`config.mk`:
```
export PLATFORM = sky130hd
export DESIGN_NAME = stream_mux
export DESIGN_NICKNAME = d
export VERILOG_FILES = /design/src/rtl/stream_mux.sv
export SDC_FILE = /design/constraint.sdc
export NUM_CORES = 1
export LEC_CHECK = 0
export ABC_AREA = 0
export BUFFER_PORTS_ARGS = -buffer_cell sky130_fd_sc_hd__buf_4
export CELL_PAD_IN_SITES_DETAIL_PLACEMENT = 1
export CELL_PAD_IN_SITES_GLOBAL_PLACEMENT = 1
export CORE_MARGIN = 5
export CORE_UTILIZATION = 31
export CTS_CLUSTER_SIZE = 30
export DETAILED_ROUTE_END_ITERATION = 16
export GPL_ROUTABILITY_DRIVEN = 0
export PLACE_DENSITY = 0.95
export SKIP_CTS_REPAIR_TIMING = 1
export SLEW_MARGIN = 10
export SYNTH_ARGS = -nofsm -noshare
export SYNTH_HDL_FRONTEND = slang
export SYNTH_SLANG_ARGS = --single-unit
```
`constraint.sdc`:
```
create_clock -name clk -period 4.4 [get_ports clk]
set_input_delay 0.22 -clock clk [delete_from_list [all_inputs] [get_ports clk]]
set_output_delay 0.22 -clock clk [all_outputs]
set_load 0.01 [all_outputs]
```
`src/rtl/stream_mux.sv`:
```
// -----------------------------------------------------------------------------
// stream_mux
//
// Selects one of CHANNELS valid/ready input streams and forwards each accepted
// word through a single registered output stage. The output stage is a
// one-word skid-free register. It reloads in the same cycle that its current
// word is accepted, so a steady stream runs at one word per clock.
//
// Arbitration is chosen at build time with the macro STREAM_MUX_RR_EN:
//   undefined (default): fixed mode. Channel `sel` is granted. A select value
//                        >= CHANNELS grants nothing.
//   defined            : round-robin mode. `sel` is ignored. The search for a
//                        valid channel starts one past the last channel that
//                        transferred.
//
// Ports
//   clk        in   1               rising-edge clock
//   rst        in   1               synchronous, active-high reset
//   in_data    in   CHANNELS*WIDTH  channel k at [k*WIDTH +: WIDTH]
//   in_valid   in   CHANNELS        per-channel valid
//   in_ready   out  CHANNELS        per-channel ready (combinational, one-hot or 0)
//   sel        in   SEL_W           channel select (fixed mode only)
//   out_data   out  WIDTH           registered output word
//   out_chan   out  SEL_W           channel that supplied out_data
//   out_valid  out  1               output register holds a word
//   out_ready  in   1               downstream accepts the word
//   xfer_cnt   out  32              completed output transfers, wraps
// -----------------------------------------------------------------------------
module stream_mux #(
    parameter  int WIDTH    = 32,
    parameter  int CHANNELS = 8,
    localparam int SEL_W    = (CHANNELS > 1) ? $clog2(CHANNELS) : 1
) (
    input  logic                      clk,
    input  logic                      rst,
    input  logic [CHANNELS*WIDTH-1:0] in_data,
    input  logic [CHANNELS-1:0]       in_valid,
    output logic [CHANNELS-1:0]       in_ready,
    input  logic [SEL_W-1:0]          sel,
    output logic [WIDTH-1:0]          out_data,
    output logic [SEL_W-1:0]          out_chan,
    output logic                      out_valid,
    input  logic                      out_ready,
    output logic [31:0]               xfer_cnt
);

    logic                load_en;    // output register can take a new word
    logic                grant_ok;   // some channel is granted this cycle
    logic [SEL_W-1:0]    grant_idx;  // index of the granted channel
    logic [CHANNELS-1:0] grant;      // one-hot form of grant_idx
    logic                xfer;       // granted channel is valid and loads
    logic [WIDTH-1:0]    mux_data;

    assign load_en = !out_valid || out_ready;

`ifdef STREAM_MUX_RR_EN
    logic [SEL_W-1:0] rr_ptr;        // last channel that transferred
    logic             unused_sel;

    assign unused_sel = ^sel;

    // Each channel's distance from rr_ptr+1 going upward (mod CHANNELS) is
    // compared. The valid channel nearest that starting point wins.
    always_comb begin : rr_search
        int best;
        int dist;
        // NOTE: every variable written here gets a default first, so no path
        // leaves it unassigned and no latch is inferred.
        best      = CHANNELS;
        dist      = 0;
        grant_idx = '0;
        for (int k = 0; k < CHANNELS; k++) begin
            dist = (k - int'(rr_ptr) - 1 + 2 * CHANNELS) % CHANNELS;
            if (in_valid[k] && dist < best) begin
                best      = dist;
                grant_idx = SEL_W'(k);
            end
        end
        grant_ok = (best < CHANNELS);
    end
`else
    assign grant_idx = sel;

    // When CHANNELS fills the select range, every select value is legal.
    if (CHANNELS == (1 << SEL_W)) begin : g_sel_full
        assign grant_ok = 1'b1;
    end else begin : g_sel_part
        assign grant_ok = (32'(sel) < CHANNELS);
    end
`endif

    always_comb begin
        grant    = '0;
        mux_data = '0;
        for (int k = 0; k < CHANNELS; k++) begin
            grant[k] = grant_ok && (grant_idx == SEL_W'(k));
            if (grant[k]) begin
                mux_data = in_data[k*WIDTH +: WIDTH];
            end
        end
    end

    assign in_ready = rst ? '0 : (grant & {CHANNELS{load_en}});
    assign xfer     = load_en && |(grant & in_valid);

    // Reset takes priority over everything. A word that is leaving while rst
    // is high is dropped and is not counted.
    // NOTE: state registers use non-blocking assignments so that every flop
    // samples the pre-edge values regardless of statement order.
    always_ff @(posedge clk) begin
        if (rst) begin
            out_valid <= 1'b0;
            out_data  <= '0;
            out_chan  <= '0;
            xfer_cnt  <= '0;
`ifdef STREAM_MUX_RR_EN
            rr_ptr    <= SEL_W'(CHANNELS - 1);
`endif
        end else begin
            if (out_valid && out_ready) begin
                xfer_cnt <= xfer_cnt + 32'd1;
            end
            if (xfer) begin
                out_data  <= mux_data;
                out_chan  <= grant_idx;
                out_valid <= 1'b1;
`ifdef STREAM_MUX_RR_EN
                rr_ptr    <= grant_idx;
`endif
            end else if (out_ready) begin
                out_valid <= 1'b0;
            end
        end
    end

endmodule
```
==> flow_summary.json, run 1 <==
{
  "status": "complete, no violations",
  "worst_slack_ns": 2.00,
  "yosysWarnings": 0,
  "syn_inst": 608,
  "cts.sinks": 68,
  "synth_cell_types": 43,
  "vias_per_cell": 5.64,
  "grtUsageTotal_pct": 26.0,
  "yosys.area.top_type": "dfxtp_1",
  "muxShareOfSynthArea_pct": 7.99,
  "hold_slack_ns": 0.222,
  "insertion_delay_ns": 0.33,
  "rsz0062_at_grt": "no",
  "synth_seq_area_share_pct": 26.8,
  "start_util_pct": 31.8,
  "finalCritPeriodShare_pct": 54.5,
  "setup_viol_count_final": 0,
  "relSlewSlack_pct": 24.8,
  "grt_pass1_vias": 6782,
  "cts_tree": "built",
  "fill_cells": 1968,
  "place_inst": 1118,
  "syn_nets": 879,
  "vias": 6398,
  "syn_avg_cell_area_um2": 8.34,
  "detailed_place_hpwl_um": 19800,
  "dieWidth_um": 138,
  "cp_cell_sequence": "buf_4 -> nand2b_4 -> a211o_1 -> nand4_4 -> nor2b_4 -> a22o_1",
  "path_clk_slew_ns": 0.06,
  "htree_levels": 3,
  "synth_top_family_by_area": "compound AO/OA/AOI/OAI gates",
  "ys_async_sr_fraction_pct": 0,
  "crit_fanout": 76,
  "worst_slew_pin_slew_ns": 1.12,
  "portBuffers": 345,
  "drt_iter0_markers": 285,
  "maxSlewViolCount": 0,
  "syn2layout_area_growth_pct": 56.0,
  "final_hold_viol_count": 0,
  "drive_gt1_share_pct": 41.4,
  "crit_required_ns": 4.67,
  "cts-root-buf": "clkbuf_16",
  "synth_compound_area_share_pct": 31.3,
  "arrival_ns": 2.67,
  "syn_area_um2": 5070,
  "coreArea_um2": 15900,
  "endpoint_kind": "register",
  "fmax_mhz": 417,
  "finalNetCount": 1184,
  "pin_count": 346,
  "synthFlopType": "dfxtp_1",
  "die_y_um": 138,
  "fin_tns_setup_ns": 0,
  "pre_cts_slack_ns": 1.64,
  "synthSimpleGateAreaFrac_pct": 20.9,
  "gr-total-overflow": 0,
  "fin_skew_ns": 0.00452,
  "synth_edf_count": 0,
  "drc_errors": 0,
  "cts_buffers": 9,
  "yosysMostFrequentCell": "nor2_1",
  "critPathKind": "primary input to register",
  "fin_util_pct": 49.7,
  "grt_max_degree": 77,
  "design_area_um2": 7920,
  "fin_total_pwr_mw": 1.98,
  "synth_top_area_share_pct": 26.8,
  "first_pass_iters": 4,
  "synth_xor_area_share_pct": 5.35,
  "row_count": 46,
  "worstHoldPathType": "primary input to register",
  "synth_seq_cells": 68,
  "clock_path_buffers": 2,
  "crit_path_max_incr_delay_ns": 0.76,
  "die_area_um2": 19000,
  "max_cap_violations": 0,
  "wire_per_inst_um": 22.8,
  "ant_nets": 0,
  "critPathLaunchType": "primary input",
  "cellPowerDensity_nw_per_um2": 250,
  "synthTopCellsByArea": "dfxtp_1, nor2_1, mux2i_1",
  "place_area_um2": 7630,
  "synthAdderAreaFrac_pct": 0.247,
  "antenna_found_initial": 0,
  "yosys-top-cells-count": "nor2_1, dfxtp_1, mux2i_1",
  "critical_path.slowest_cell": "nor2b_4",
  "wl_um": 25900,
  "leakage_nw": 3.52,
  "grt_pass1_wl_um": 38200,
  "peakVddDrop_mv": 0.138,
  "stdcell_count": 1135,
  "finalCriticalPeriod_ns": 2.40
}
-- state kept, by name, indices dropped and copies added, names as in the netlist --
name,count
out_data,32
xfer_cnt,32
out_chan,3
out_valid,1
-- path summary, 6_finish.rpt --
check                            start                         to  slack [ns]  cells after the start
max                             sel[1]   out_data[8]$_SDFFE_PP0P_        2.00                      6
max reg2reg     out_valid$_SDFFE_PP0P_  xfer_cnt[17]$_SDFFE_PP0P_        2.10                      5
min reg2reg  out_data[28]$_SDFFE_PP0P_  out_data[28]$_SDFFE_PP0P_        0.47                      1
min                          out_ready   xfer_cnt[1]$_SDFFE_PP0P_        0.22                      3
-- routing by layer --
metal | share of wire [%] | vias to the layer above | global-route usage [%]
li1 | - | 2925 | -
met1 | 37 | 3098 | 29.9
met2 | 49 | 299 | 44.8
met3 | 8.8 | 76 | 6.68
met4 | 4.5 | 0 | 12.5
met5 | 0 | - | 0
-- cell type report --
cell class	instances	area, um2	share of cell area, %
Antenna cell	1	2.50	0.0316
Clock buffer	10	239	3.02
Clock inverter	6	48.8	0.616
Inverter	4	15.0	0.190
Multi-Input combinational cell	478	3340	42.2
Sequential cell	68	1360	17.2
Tap cell	216	270	3.41
Timing Repair Buffer	352	2640	33.4
-- cell families after synthesis --
group	count (synthesis)
flops	68
compound gates	196
simple gates	210
xor+xnor	31
fa+ha+maj	1
mux	40
buf+inv	62
-- worst max-delay path: cells and delay by family --
family,cells,cell delay (ns)
and+or+nand+nor,3,1.38
buffers and inverters,1,0.34
AOI/OAI and AO/OA,2,0.70
-- placed cells by master (no fill, tap or decap), types with 9 or more instances in the layout --
master | netlist | layout
nand3_1 | 15 | 15
o32ai_1 | 31 | 31
clkbuf_16 | 0 | 9
o2bb2ai_1 | 30 | 30
a32o_1 | 31 | 31
o21ai_0 | 30 | 30
a2111o_1 | 30 | 30
mux2i_1 | 39 | 39
xor2_1 | 26 | 26
nand2b_1 | 33 | 33
nand2_1 | 15 | 15
buf_4 | 2 | 352
a21oi_1 | 37 | 37
nand4_1 | 13 | 13
nor2_1 | 106 | 106
dfxtp_1 | 68 | 68
-- where the power goes --
group	internal, mW	total [mW]	switching [mW]	leakage (nW)
clock	0.401	0.693	0.293	0.131
combinational	0.322	0.605	0.283	2.83
sequential	0.656	0.682	0.0257	0.555
(Power assumes the default switching activity.)
==> run 2, diff against run 1 <==
--- a/config.mk
+++ b/config.mk
@@ -5,16 +5,16 @@
 export SDC_FILE = /design/constraint.sdc
 export NUM_CORES = 1
 export LEC_CHECK = 0
-export ABC_AREA = 0
+export ABC_AREA = 1
 export BUFFER_PORTS_ARGS = -buffer_cell sky130_fd_sc_hd__buf_4
 export CELL_PAD_IN_SITES_DETAIL_PLACEMENT = 1
 export CELL_PAD_IN_SITES_GLOBAL_PLACEMENT = 1
 export CORE_MARGIN = 5
-export CORE_UTILIZATION = 31
+export CORE_UTILIZATION = 24
 export CTS_CLUSTER_SIZE = 30
 export DETAILED_ROUTE_END_ITERATION = 16
 export GPL_ROUTABILITY_DRIVEN = 0
-export PLACE_DENSITY = 0.95
+export PLACE_DENSITY = 0.89
 export SKIP_CTS_REPAIR_TIMING = 1
 export SLEW_MARGIN = 10
 export SYNTH_ARGS = -nofsm -noshare
==> constraint.sdc (replaced) <==
create_clock -name clk -period 2.2 [get_ports clk]
set_input_delay 0.11 -clock clk [delete_from_list [all_inputs] [get_ports clk]]
set_output_delay 0.11 -clock clk [all_outputs]
set_load 0.01 [all_outputs]
==> run 2 against run 1 <==
  * Clock power increased by 100%
  * First-iteration DRC count increased by 7.7%
  * Cell count increased by 43%
  * Utilization decreased by 11 points
  * Highest routed layer unchanged
  * Critical path type is now register to register
  * Largest power group unchanged
  * Critical endpoint is now xfer_cnt[24]$_SDFFE_PP0P_
  * Non-clock buffer count increased by 11
==> flow_summary.json, run 2 <==
{
  "r2r_cells": 8,
  "drt_iter0_markers": 307,
  "yosys-top-cells-count": "nand2_1, nor2_1, inv_1",
  "design_area_um2": 8490,
  "relSlewSlack_pct": 59.9,
  "gr-total-overflow": 0,
  "internal-power_mw": 2.74,
  "synth_seq_cells": 68,
  "finalCritPeriodShare_pct": 88.7,
  "grt_pass1_vias": 8212,
  "r2r_start": "xfer_cnt[0]$_SDFFE_PP0P_",
  "synth_edf_count": 0,
  "row_count": 54,
  "place_area_um2": 8210,
  "worstHoldPathType": "primary input to register",
  "yosysWarnings": 0,
  "vias_per_cell": 4.78,
  "worst_slew_pin_slew_ns": 0.597,
  "syn_nets": 1280,
  "p_comb_share_pct": 31.8,
  "start_util_pct": 24.4,
  "sequentialPowerShare_pct": 33.7,
  "status": "complete, no violations",
  "cts_tree": "built",
  "synthFlopType": "dfxtp_1",
  "rsz0062_at_grt": "no",
  "crit_fanout": 5,
  "crit_start": "xfer_cnt[0]$_SDFFE_PP0P_",
  "drive_gt1_share_pct": 29.2,
  "fin_tns_setup_ns": 0,
  "critPathKind": "register to register",
  "cp_cell_sequence": "ha_1 -> nand3_1 -> nor2_1 -> nand3b_1 -> nor2_1 -> nand4_1 -> o21ai_0 -> nor2_1",
  "ys_async_sr_fraction_pct": 0,
  "wl_um": 29500,
  "die_area_um2": 25300,
  "critical_path.slowest_cell": "dfxtp_1",
  "cellPowerDensity_nw_per_um2": 480,
  "synth_top_area_share_pct": 28.4,
  "hold_slack_ns": 0.0960,
  "cts.sinks": 68,
  "coreArea_um2": 21800,
  "grt_pass1_wl_um": 44800,
  "max_cap_violations": 0,
  "critPathLaunchType": "register",
  "crit_end": "xfer_cnt[24]$_SDFFE_PP0P_",
  "path_common_cell": "nor2_1",
  "grt_max_degree": 50,
  "dieWidth_um": 159,
  "syn_avg_cell_area_um2": 5.28,
  "cp_num_cells": 8,
  "stdcell_count": 1623,
  "cts-root-buf": "clkbuf_16",
  "yosysMostFrequentCell": "nand2_1",
  "synth_cell_types": 28,
  "portBuffers": 345,
  "finalNetCount": 1609,
  "setup_viol_count_final": 0,
  "fmax_mhz": 512,
  "synthTopCellsByArea": "nand2_1, dfxtp_1, nor2_1",
  "path_clk_slew_ns": 0.06,
  "p_sw_mw": 1.33,
  "crit_path_max_incr_delay_ns": 0.43,
  "arrival_ns": 2.19,
  "yosys.area.top_type": "nand2_1",
  "r2r-end": "xfer_cnt[24]$_SDFFE_PP0P_",
  "critPathBufInv": 0,
  "fin_skew_ns": 0.00755,
  "ant_nets": 0,
  "detailed_place_hpwl_um": 24100,
  "htree_levels": 3,
  "largestRegisters": "out_data: 32 flops, xfer_cnt: 32 flops, out_chan: 3 flops",
  "wire_per_inst_um": 18.2,
  "place_inst": 1607,
  "syn_area_um2": 5330,
  "peakVddDrop_mv": 0.248,
  "vias": 7755,
  "synth_seq_area_share_pct": 25.6,
  "die_y_um": 159,
  "insertion_delay_ns": 0.34,
  "pwr-share-clk_pct": 34.5,
  "drc_errors": 0,
  "pin_count": 346,
  "rrSetupSlack_ns": 0.25,
  "pre_cts_slack_ns": 0.282,
  "final_hold_viol_count": 0,
  "first_pass_iters": 5,
  "antenna_found_initial": 0,
  "crit_family": "simple AND/OR/NAND/NOR gates",
  "crit_required_ns": 2.43,
  "syn_inst": 1009,
  "leakage_nw": 4.21,
  "finalCriticalPeriod_ns": 1.95,
  "grtUsageTotal_pct": 22.4,
  "diodes": 0,
  "final_common_cell": "nand2_1",
  "cts_buffers": 9,
  "maxSlewViolCount": 0,
  "final_cell_mix": "nand2_1, buf_4, nor2_1",
  "worst_slack_ns": 0.248,
  "syn2layout_area_growth_pct": 59.4,
  "endpoint_kind": "register",
  "swShare_pct": 32.7,
  "clock_path_buffers": 2
}
==> run 2: logic make-up after synthesis <==
group                    after synthesis  synth area share, %
AND/OR/NAND/NOR                      745                 57.8
XOR/XNOR                               8                 1.32
buffers and inverters                149                 11.4
AO/OA/AOI/OAI                         38                 3.69
adder cells (fa/ha/maj)                1                0.235
flip-flops                            68                 25.6
==> run 2: per-layer routing <==
| metal | track usage [%] | wire length [um] | vias to the layer above | part of all wire [%] |
|---|---|---|---|---|
| met5 | 0 | 0 | - | 0 |
| met4 | 10.3 | 1230 | 0 | 4.2 |
| met2 | 41.7 | 15500 | 291 | 52 |
| met1 | 23.6 | 10900 | 3617 | 37 |
| met3 | 5.49 | 1880 | 61 | 6.4 |
| li1 | - | - | 3786 | - |
==> run 2: worst min-delay path by stage <==
stage                       startpoint                        to  cells after the start
final                     in_data[233]  out_data[9]$_SDFFE_PP0P_                      5
after floorplan           in_data[232]  out_data[8]$_SDFFE_PP0P_                      4
after CTS                 in_data[224]  out_data[0]$_SDFFE_PP0P_                      5
after global routing      in_data[233]  out_data[9]$_SDFFE_PP0P_                      5
after global placement    in_data[231]  out_data[7]$_SDFFE_PP0P_                      5
after detailed placement  in_data[224]  out_data[0]$_SDFFE_PP0P_                      5
==> run 2: layout make-up <==
cell class	count	area, um2
Multi-Input combinational cell	792	3380
Clock buffer	11	243
Sequential cell	68	1360
Clock inverter	5	36.3
Fill cell	2990	13300
Timing Repair Buffer	363	2730
Tap cell	280	350
Inverter	104	390
==> run 2: worst register-to-register path: stages, from the launching register on <==
cell and delay [ns]:
dfxtp_1 0.43, ha_1 0.27, nand3_1 0.15, nor2_1 0.22
nand3b_1 0.17, nor2_1 0.23, nand4_1 0.15, o21ai_0 0.18
nor2_1 0.05
==> run 2: metrics by stage <==
step / total power, mW / utilization, %
5_1_grt: 4.31 / 38.9
4_1_cts: 4.14 / 38.9
6_report: 4.07 / 38.9
3_3_place_gp: 2.67 / 37.6
3_5_place_dp: 2.71 / 37.6
2_1_floorplan: 1.95 / -
==> run 2: power by group through the flow <==
stage,combinational (mW),sequential [mW],clock (mW)
CTS,1.31,1.37,1.45
floorplan,0.514,1.44,0
global route,1.42,1.38,1.50
finish,1.29,1.37,1.41
global placement,1.27,1.40,0
detailed placement,1.30,1.40,0
==> run 3, diff against run 2 <==
--- a/config.mk
+++ b/config.mk
@@ -14,7 +14,7 @@
 export CTS_CLUSTER_SIZE = 30
 export DETAILED_ROUTE_END_ITERATION = 16
 export GPL_ROUTABILITY_DRIVEN = 0
-export PLACE_DENSITY = 0.89
+export PLACE_DENSITY = 0.77
 export SKIP_CTS_REPAIR_TIMING = 1
 export SLEW_MARGIN = 10
 export SYNTH_ARGS = -nofsm -noshare
==> run 3 against run 2 <==
  * Sequential power barely moved
  * Critical path type unchanged
  * Fmax rose by 4.2%
  * Setup slack improved by 0.079 ns
  * Clock skew rose by 0.00056 ns
  * Hold slack got worse by 0.0073 ns
  * First-iteration DRC count fell by 19%
  * Combinational power barely moved
  * Via count fell by 2.5%
  * Sequential cell count did not move
  * Highest routed layer unchanged
  * Clock-buffer cell count did not move
  * Largest power group unchanged
==> flow_summary.json, run 3 (same netlist as run 2, synthesis figures left out) <==
{
  "syn2layout_area_growth_pct": 60.4,
  "cts_buffers": 9,
  "cts.sinks": 68,
  "final_cell_mix": "nand2_1, buf_4, nor2_1",
  "coreArea_um2": 21800,
  "peakVddDrop_mv": 0.311,
  "cellPowerDensity_nw_per_um2": 491,
  "insertion_delay_ns": 0.35,
  "hold_depth": 5,
  "path_clk_slew_ns": 0.06,
  "finalCriticalPeriod_ns": 1.87,
  "wl_um": 28900,
  "start_util_pct": 24.4,
  "final_common_cell": "nand2_1",
  "critical_path.slowest_cell": "dfxtp_1",
  "grt_util_met3_pct": 5.93,
  "min_from": "in_data[234]",
  "fin_tns_setup_ns": 0,
  "grtUsageTotal_pct": 22.2,
  "drt_iter0_markers": 248,
  "grt_pass1_vias": 8093,
  "vias": 7564,
  "arrival_ns": 2.12,
  "die_area_um2": 25300,
  "clock_path_buffers": 2,
  "worst_slack_ns": 0.326,
  "busiest_layer": "met2",
  "crit_required_ns": 2.45,
  "cts-root-buf": "clkbuf_16",
  "endpoint_kind": "register",
  "critPathKind": "register to register",
  "max_cap_violations": 0,
  "leakage_nw": 4.24,
  "first_pass_iters": 4,
  "dieWidth_um": 159,
  "ant_nets": 0,
  "drive_gt1_share_pct": 29.2,
  "grt_max_degree": 50,
  "pin_count": 346,
  "status": "complete, no violations",
  "rsz0062_at_grt": "no",
  "finalNetCount": 1609,
  "vias_per_cell": 4.65,
  "cts_tree": "built",
  "grt_use_met2_pct": 41.3,
  "rrSetupSlack_ns": 0.33,
  "wire_per_inst_um": 17.8,
  "finalCritPeriodShare_pct": 85.2,
  "drc_errors": 0,
  "gr-total-overflow": 0,
  "r2r-end": "xfer_cnt[24]$_SDFFE_PP0P_",
  "pre_cts_slack_ns": 0.314,
  "r2r_cells": 8,
  "cp_cell_sequence": "ha_1 -> nand3_1 -> nor2_1 -> nand3b_1 -> nor2_1 -> nand4_1 -> o21ai_0 -> nor2_1",
  "largestRegisters": "out_data: 32 flops, xfer_cnt: 32 flops, out_chan: 3 flops",
  "crit_path_max_incr_delay_ns": 0.42,
  "critPathLaunchType": "register",
  "htree_levels": 3,
  "crit_fanout": 5,
  "detailed_place_hpwl_um": 24100,
  "fmax_mhz": 534,
  "final_hold_viol_count": 0,
  "row_count": 54,
  "fill_cells": 2999,
  "worst_slew_pin_slew_ns": 0.550,
  "fin_skew_ns": 0.00810,
  "worstHoldPathType": "primary input to register",
  "crit_family": "simple AND/OR/NAND/NOR gates",
  "portBuffers": 345,
  "setup_viol_count_final": 0,
  "path_common_cell": "nor2_1",
  "critPathBufInv": 0,
  "die_y_um": 159,
  "grt_pass1_wl_um": 44500,
  "r2r_start": "xfer_cnt[0]$_SDFFE_PP0P_",
  "whs_endpoint": "out_data[10]$_SDFFE_PP0P_",
  "antenna_found_initial": 4,
  "relSlewSlack_pct": 63.3,
  "fin_util_pct": 39.1,
  "grt_util_met1_pct": 23.7,
  "maxSlewViolCount": 0
}
run 3: changes by cell type in the layout (fill, tap and decap cells not counted), sizes merged:
cell / change
bufinv: +1
inv: -1
diode: +4
clkinvlp: -2
clkinv: +2
run 3: final cells by class:
class	count	area [um2]	area share, %
Inverter	104	390	4.57
Multi-Input combinational cell	792	3380	39.6
Clock inverter	5	60.1	0.703
Clock buffer	11	253	2.96
Tap cell	280	350	4.10
Antenna cell	4	10.0	0.117
Timing Repair Buffer	363	2740	32.1
Sequential cell	68	1360	15.9
run 3: how the worst max path moves through the flow:
stage / cells after the start / from / slack, ns / to
after floorplan: 8 / xfer_cnt[0]$_SDFFE_PP0P_ / 0.53 / xfer_cnt[24]$_SDFFE_PP0P_
after detailed placement: 8 / xfer_cnt[0]$_SDFFE_PP0P_ / 0.31 / xfer_cnt[24]$_SDFFE_PP0P_
after global routing: 8 / xfer_cnt[0]$_SDFFE_PP0P_ / 0.16 / xfer_cnt[24]$_SDFFE_PP0P_
after CTS: 8 / xfer_cnt[0]$_SDFFE_PP0P_ / 0.31 / xfer_cnt[24]$_SDFFE_PP0P_
after global placement: 8 / xfer_cnt[0]$_SDFFE_PP0P_ / 0.40 / xfer_cnt[24]$_SDFFE_PP0P_
final: 8 / xfer_cnt[0]$_SDFFE_PP0P_ / 0.33 / xfer_cnt[24]$_SDFFE_PP0P_
run 3: layer usage:
metal  up-vias  share of wire [%]
met1      3518                 38
met3        43                6.3
met5         -                  0
li1       3787                  -
met2       216                 52
met4         0                3.2
run 3: worst register-to-register path, delay by kind of cell (launching register included):
family	cells	cell delay (ns)
AO/OA/AOI/OAI	1	0.16
adder cells (fa/ha/maj)	1	0.26
flip-flops	1	0.42
AND/OR/NAND/NOR	6	0.95
run 3: report_power, final:
group | total (mW) | internal, mW | switching, mW
Sequential | 1.37 | 1.32 | 0.0505
Combinational | 1.27 | 0.624 | 0.649
Clock | 1.54 | 0.941 | 0.602
Total | 4.19 | 2.89 | 1.30
run 3: stage by stage:
| step | total power, mW | hold slack, ns | instance area (um2) | instances |
|---|---|---|---|---|
| after floorplan | 1.95 | 0.328 | 5330 | 1009 |
| after global placement | 2.67 | 0.438 | 8220 | 1607 |
| after detailed placement | 2.69 | 0.445 | 8220 | 1607 |
| after CTS | 4.26 | 0.0781 | 8530 | 1623 |
| after global routing | 4.43 | 0.105 | 8540 | 1627 |
| final | 4.19 | 0.0886 | 8540 | 1627 |
